## config.mk

```make
export PLATFORM = sky130hd
export DESIGN_NAME = ahb_apb_bridge_ctrl
export DESIGN_NICKNAME = d
export VERILOG_FILES = /design/src/rtl/ahb_apb_bridge_ctrl.sv
export SDC_FILE = /design/constraint.sdc
export NUM_CORES = 1
export LEC_CHECK = 0
export BUFFER_PORTS_ARGS = -buffer_cell sky130_fd_sc_hd__buf_2
export CAP_MARGIN = 10
export CORE_ASPECT_RATIO = 2
export CORE_UTILIZATION = 45
export CTS_BUF_LIST = sky130_fd_sc_hd__clkbuf_16
export DETAILED_ROUTE_END_ITERATION = 8
export PLACE_DENSITY = 0.85
export SLEW_MARGIN = 20
export SYNTH_ARGS = -nofsm -noshare
export SYNTH_HDL_FRONTEND = slang
export SYNTH_SLANG_ARGS = --single-unit
```

## constraint.sdc

```tcl
create_clock -name HCLK -period 4.89 [get_ports HCLK]
set_clock_uncertainty 0.2 [all_clocks]
set_input_delay 1.2225 -clock HCLK [delete_from_list [all_inputs] [get_ports HCLK]]
set_output_delay 1.2225 -clock HCLK [all_outputs]
set_load 0.01 [all_outputs]
```

## src/rtl/ahb_apb_bridge_ctrl.sv

```systemverilog
// AHB-to-APB bridge control: one AHB slave region mapped onto four APB slaves.
// Each accepted AHB transfer becomes a single APB SETUP/ENABLE access.
module ahb_apb_bridge_ctrl #(
    parameter int unsigned AW      = 32,
    parameter int unsigned DW      = 32,
    parameter logic [3:0]  REGION  = 4'h8,
    parameter int unsigned IDX_LSB = 26
) (
    input  logic          HCLK,
    input  logic          HRESET,
    input  logic [1:0]    HTRANS,
    input  logic          HWRITE,
    input  logic          HREADYin,
    input  logic [AW-1:0] HADDR,
    input  logic [DW-1:0] HWDATA,
    input  logic [2:0]    HSIZE,
    output logic [DW-1:0] HRDATA,
    output logic          HREADYout,
    output logic [3:0]    PSELx,
    output logic          PENABLE,
    output logic          PWRITE,
    output logic [AW-1:0] PADDR,
    output logic [DW-1:0] PWDATA,
    input  logic [DW-1:0] PRDATA
);

    typedef enum logic [2:0] {
        StIdle, StRSetup, StREnable, StWWait, StWSetup, StWEnable
    } state_e;

    state_e        state_q, state_d;
    logic [3:0]    psel_q, psel_d;
    logic          penable_q, penable_d;
    logic          pwrite_q, pwrite_d;
    logic [AW-1:0] paddr_q, paddr_d;
    logic [DW-1:0] pwdata_q, pwdata_d;
    logic          hready_q, hready_d;
    logic          valid;

    // Every access is full width and BUSY is treated like IDLE.
    logic unused_inputs;
    assign unused_inputs = ^{HSIZE, HTRANS[0]};

    function automatic logic [3:0] onehot(input logic [1:0] idx);
        onehot = 4'b0001 << idx;
    endfunction

    assign valid = HREADYin & HTRANS[1] & (HADDR[AW-1 -: 4] == REGION);

    always_comb begin
        state_d   = state_q;
        psel_d    = psel_q;
        penable_d = penable_q;
        pwrite_d  = pwrite_q;
        paddr_d   = paddr_q;
        pwdata_d  = pwdata_q;
        hready_d  = hready_q;
        case (state_q)
            // ENABLE states also act as address-phase slots so back-to-back
            // transfers need no IDLE gap.
            StIdle, StREnable, StWEnable: begin
                state_d   = StIdle;
                psel_d    = '0;
                penable_d = 1'b0;
                hready_d  = 1'b1;
                if (valid) begin
                    paddr_d  = HADDR;
                    hready_d = 1'b0;
                    if (HWRITE) begin
                        state_d = StWWait;
                    end else begin
                        state_d  = StRSetup;
                        psel_d   = onehot(HADDR[IDX_LSB+1 -: 2]);
                        pwrite_d = 1'b0;
                    end
                end
            end
            StRSetup: begin
                state_d   = StREnable;
                penable_d = 1'b1;
                hready_d  = 1'b1;
            end
            StWWait: begin
                state_d  = StWSetup;
                pwdata_d = HWDATA;
                psel_d   = onehot(paddr_q[IDX_LSB+1 -: 2]);
                pwrite_d = 1'b1;
            end
            StWSetup: begin
                state_d   = StWEnable;
                penable_d = 1'b1;
                hready_d  = 1'b1;
            end
            default: begin
                state_d   = StIdle;
                psel_d    = '0;
                penable_d = 1'b0;
                hready_d  = 1'b1;
            end
        endcase
    end

    always_ff @(posedge HCLK or posedge HRESET) begin
        if (HRESET) begin
            state_q   <= StIdle;
            psel_q    <= '0;
            penable_q <= 1'b0;
            pwrite_q  <= 1'b0;
            paddr_q   <= '0;
            pwdata_q  <= '0;
            hready_q  <= 1'b1;
        end else begin
            state_q   <= state_d;
            psel_q    <= psel_d;
            penable_q <= penable_d;
            pwrite_q  <= pwrite_d;
            paddr_q   <= paddr_d;
            pwdata_q  <= pwdata_d;
            hready_q  <= hready_d;
        end
    end

    assign PSELx     = psel_q;
    assign PENABLE   = penable_q;
    assign PWRITE    = pwrite_q;
    assign PADDR     = paddr_q;
    assign PWDATA    = pwdata_q;
    assign HREADYout = hready_q;
    assign HRDATA    = (state_q == StREnable) ? PRDATA : '0;

endmodule

```

==> results.md <==
- Status: finished, final reports clean
- Avg Inst Size Synth: 13.5 um^2
- Initial cell density of the core: 46.3%
- Top cell family by delay on the critical path: flip-flops
- Multi-input gate area: around 1200 um^2
- CTS resizes: 0
- Sequential Area: about 1900 um^2
- DRC: 0
- Launching element type of the critical path: flop
- Syn Nets: between 300 and 400
- Syn. warnings: 0
- Initial antenna violation count: 0
- Combinational share of power: 15.7%
- Port buffer count: approximately 200
- HPWL after DPL: roughly 6 mm
- Die width: 61.6 um
- DRT antenna net count: 0
- First-pass DRT Iterations: 6
- Clock Path Buffers: 2
- Root Driver: clkbuf_16
- Fin crit share: 64.6%
- Vias in the first global route: roughly 2600
- Std-Cell Rows: 43
- H-Tree Depth: 3
- Slew @ Worst Pin: 950 ps
- Cell variety after synth: 30
- Pins Over Slew Limit: 0
- Area of placed instances: 4280 um^2
- Sw frac: 24.0%
- Max rail drop VDD: 0.273 mV
- CTS tree: done
- Via Count: 2675
- Sequential share of the synthesized area: 58.1%
- Power density over the cells: between 300 and 400 nW/um^2
- CTS Buf Count: 9
- Final RePlAce weighted congestion: 0.773
- Crit Path Class: reg2out
- Clock share of power: roughly 41%
- Overall power: approximately 1.7 mW
- Final Net Count: 544
- Fraction of layout cells with a size suffix above 1: 64.6%
- Gate Count Post-Synth: around 240
- Iteration-0 DRC Markers: 74
- Fillcell total: 560
- Fin crit period: approximately 3200 ps
- Cells along the critical path: and3_1 -> buf_2
- Flop pwr share: 43.4%
- Core Box Area: 6890 um^2
- F_max: 317 MHz
- Grt total ovfl: 0
- Antenna cells: 0
- Psw: 0.397 mW
- Die Span Y: 121 um
- Post-route cell area: approximately 4600 um^2
- Max transition margin: a little under two fifths
- CTS clk-pin slew, worst paths: about 50 ps
- CP Buf/Inv Count: 1
- Endpoints failing setup: 0
- Global-route wire length before repair: 11.7 mm
- Io pins: about 210
- HP Class: reg2reg
- Worst Setup End Kind: output pin
- Die ar.: 7450 um^2
- Pint: 1.26 mW
- Util after Layout: 66.6%
- Post-cts hold buffer count: 0
- Critical Path Fanout Max: 46
- Max-capacitance violation count: 0
- Yosys reg bits: 74
- Wirelength per Cell: 14.8 um
- TritonCTS sink count: 74
- Synth-to-Final Area Change: 43.8%
- Unrepaired setup endpoints after global routing: false
- Largest net degree at the start of global routing: 47
- Synthesized area: 3190 um^2
- Worst Path Required: about 3500 ps
- Final Hold Viols: 0
- CP max stage cell: dfrtp_1
- Commonest non-fill, non-tap cell in the layout: buf_2
- Setup TNS Final: 0 ps
- Yosys top cell by area: dfrtp_1
- Via density: between 5 and 6
- Most frequent cells in the layout: buf_2 (203), dfrtp_1 (73), mux2_2 (50)
- Postcts setup bufs: 0
- Worst-Skew Late Latency: 320 ps
- Min Hold Slack: 260 ps
- Top post-synthesis cells by area: dfrtp_1 (57%), mux2_2 (18%), and3_1 (6.5%)
- Slowest stage delay, CP: 960 ps
- Top cell type's share of synthesized area: about 57%
- Routed wire length: a little under 8 mm
- Leakage: 2.63 nW
- GRT Total Usage: 21.7%
- Crit path arrival time: 1740 ps
## stage by stage
step	worst slack (ps)	cells
after floorplan	1590	236
after global placement	1850	518
after detailed placement	1840	518
after CTS	1700	533
after global routing	1560	533
final	1730	533
## sequential cells by signal, indices dropped and copies added (netlist names)
register and count:
PWRITE 1, PADDR 32, state_q 3, PENABLE 1
HREADYout 1, PWDATA 32, PSELx 4
## cell families after synthesis
| kind of cell | Yosys count | share of synthesized area (%) |
|---|---|---|
| muxes | 60 | 22.3 |
| AOI/OAI and AO/OA | 16 | 3.45 |
| buffers and inverters | 21 | 3.18 |
| and+or+nand+nor | 65 | 13.0 |
| DFF | 74 | 58.1 |
## power by group through the flow
stage	sequential (mW)	clock, mW	combinational [mW]
6_report	0.716	0.676	0.260
5_1_grt	0.724	0.714	0.284
3_3_place_gp	0.720	0	0.254
4_1_cts	0.716	0.693	0.264
3_5_place_dp	0.726	0	0.263
2_1_floorplan	0.750	0	0.100
## cell type report
type,count,share of cell area (%)
clock buffer,9,4.91
clock inverter,6,1.83
inverter,6,0.491
multi-input combinational,141,27.2
sequential,74,40.4
tap,90,2.45
timing repair buffer,207,22.8
## worst paths after layout
| kind | startpoint | to | slack [ps] | cells after the start |
|---|---|---|---|---|
| max in group asynchronous | HRESET | HREADYout | 2640 | 3 |
| max | state_q[1] | HRDATA[24] | 1730 | 2 |
| min reg2reg | PADDR[31] | PADDR[31] | 260 | 1 |
| max reg2reg | state_q[1] | PADDR[11] | 2280 | 4 |
| min | PADDR[31] | PADDR[31] | 260 | 1 |
| min in group asynchronous | HRESET | PWDATA[15] | 870 | 2 |
## layer usage
layer  vias up  wire length [um]  GRT usage (%)
li1       1238                 -              -
met1      1256              2560           20.1
met2       151              4430           39.1
met3        30               518           5.54
met4         0               365           13.8
met5         -                 0              0
## synthesized netlist by cell type
cell type	number
a2bb2oi_1	1
nor2b_1	5
buf_6	2
and3_1	33
nor3b_1	2
dfrtp_1	73
a21oi_1	1
o21a_1	1
nand2_1	8
and3b_1	3
or3b_2	1
inv_1	6
o31ai_1	1
mux2_2	50
clkbuf_1	7
o211ai_1	4
nand3b_1	1
nor2_1	2
or3_1	1
and2_1	4
mux2_4	10
nor4b_4	1
nand2b_1	1
o21ai_0	6
a41oi_1	1
buf_2	6
nand4_1	2
and2b_1	1
o211ai_2	1
dfstp_2	1
(Power assumes the default switching activity.)
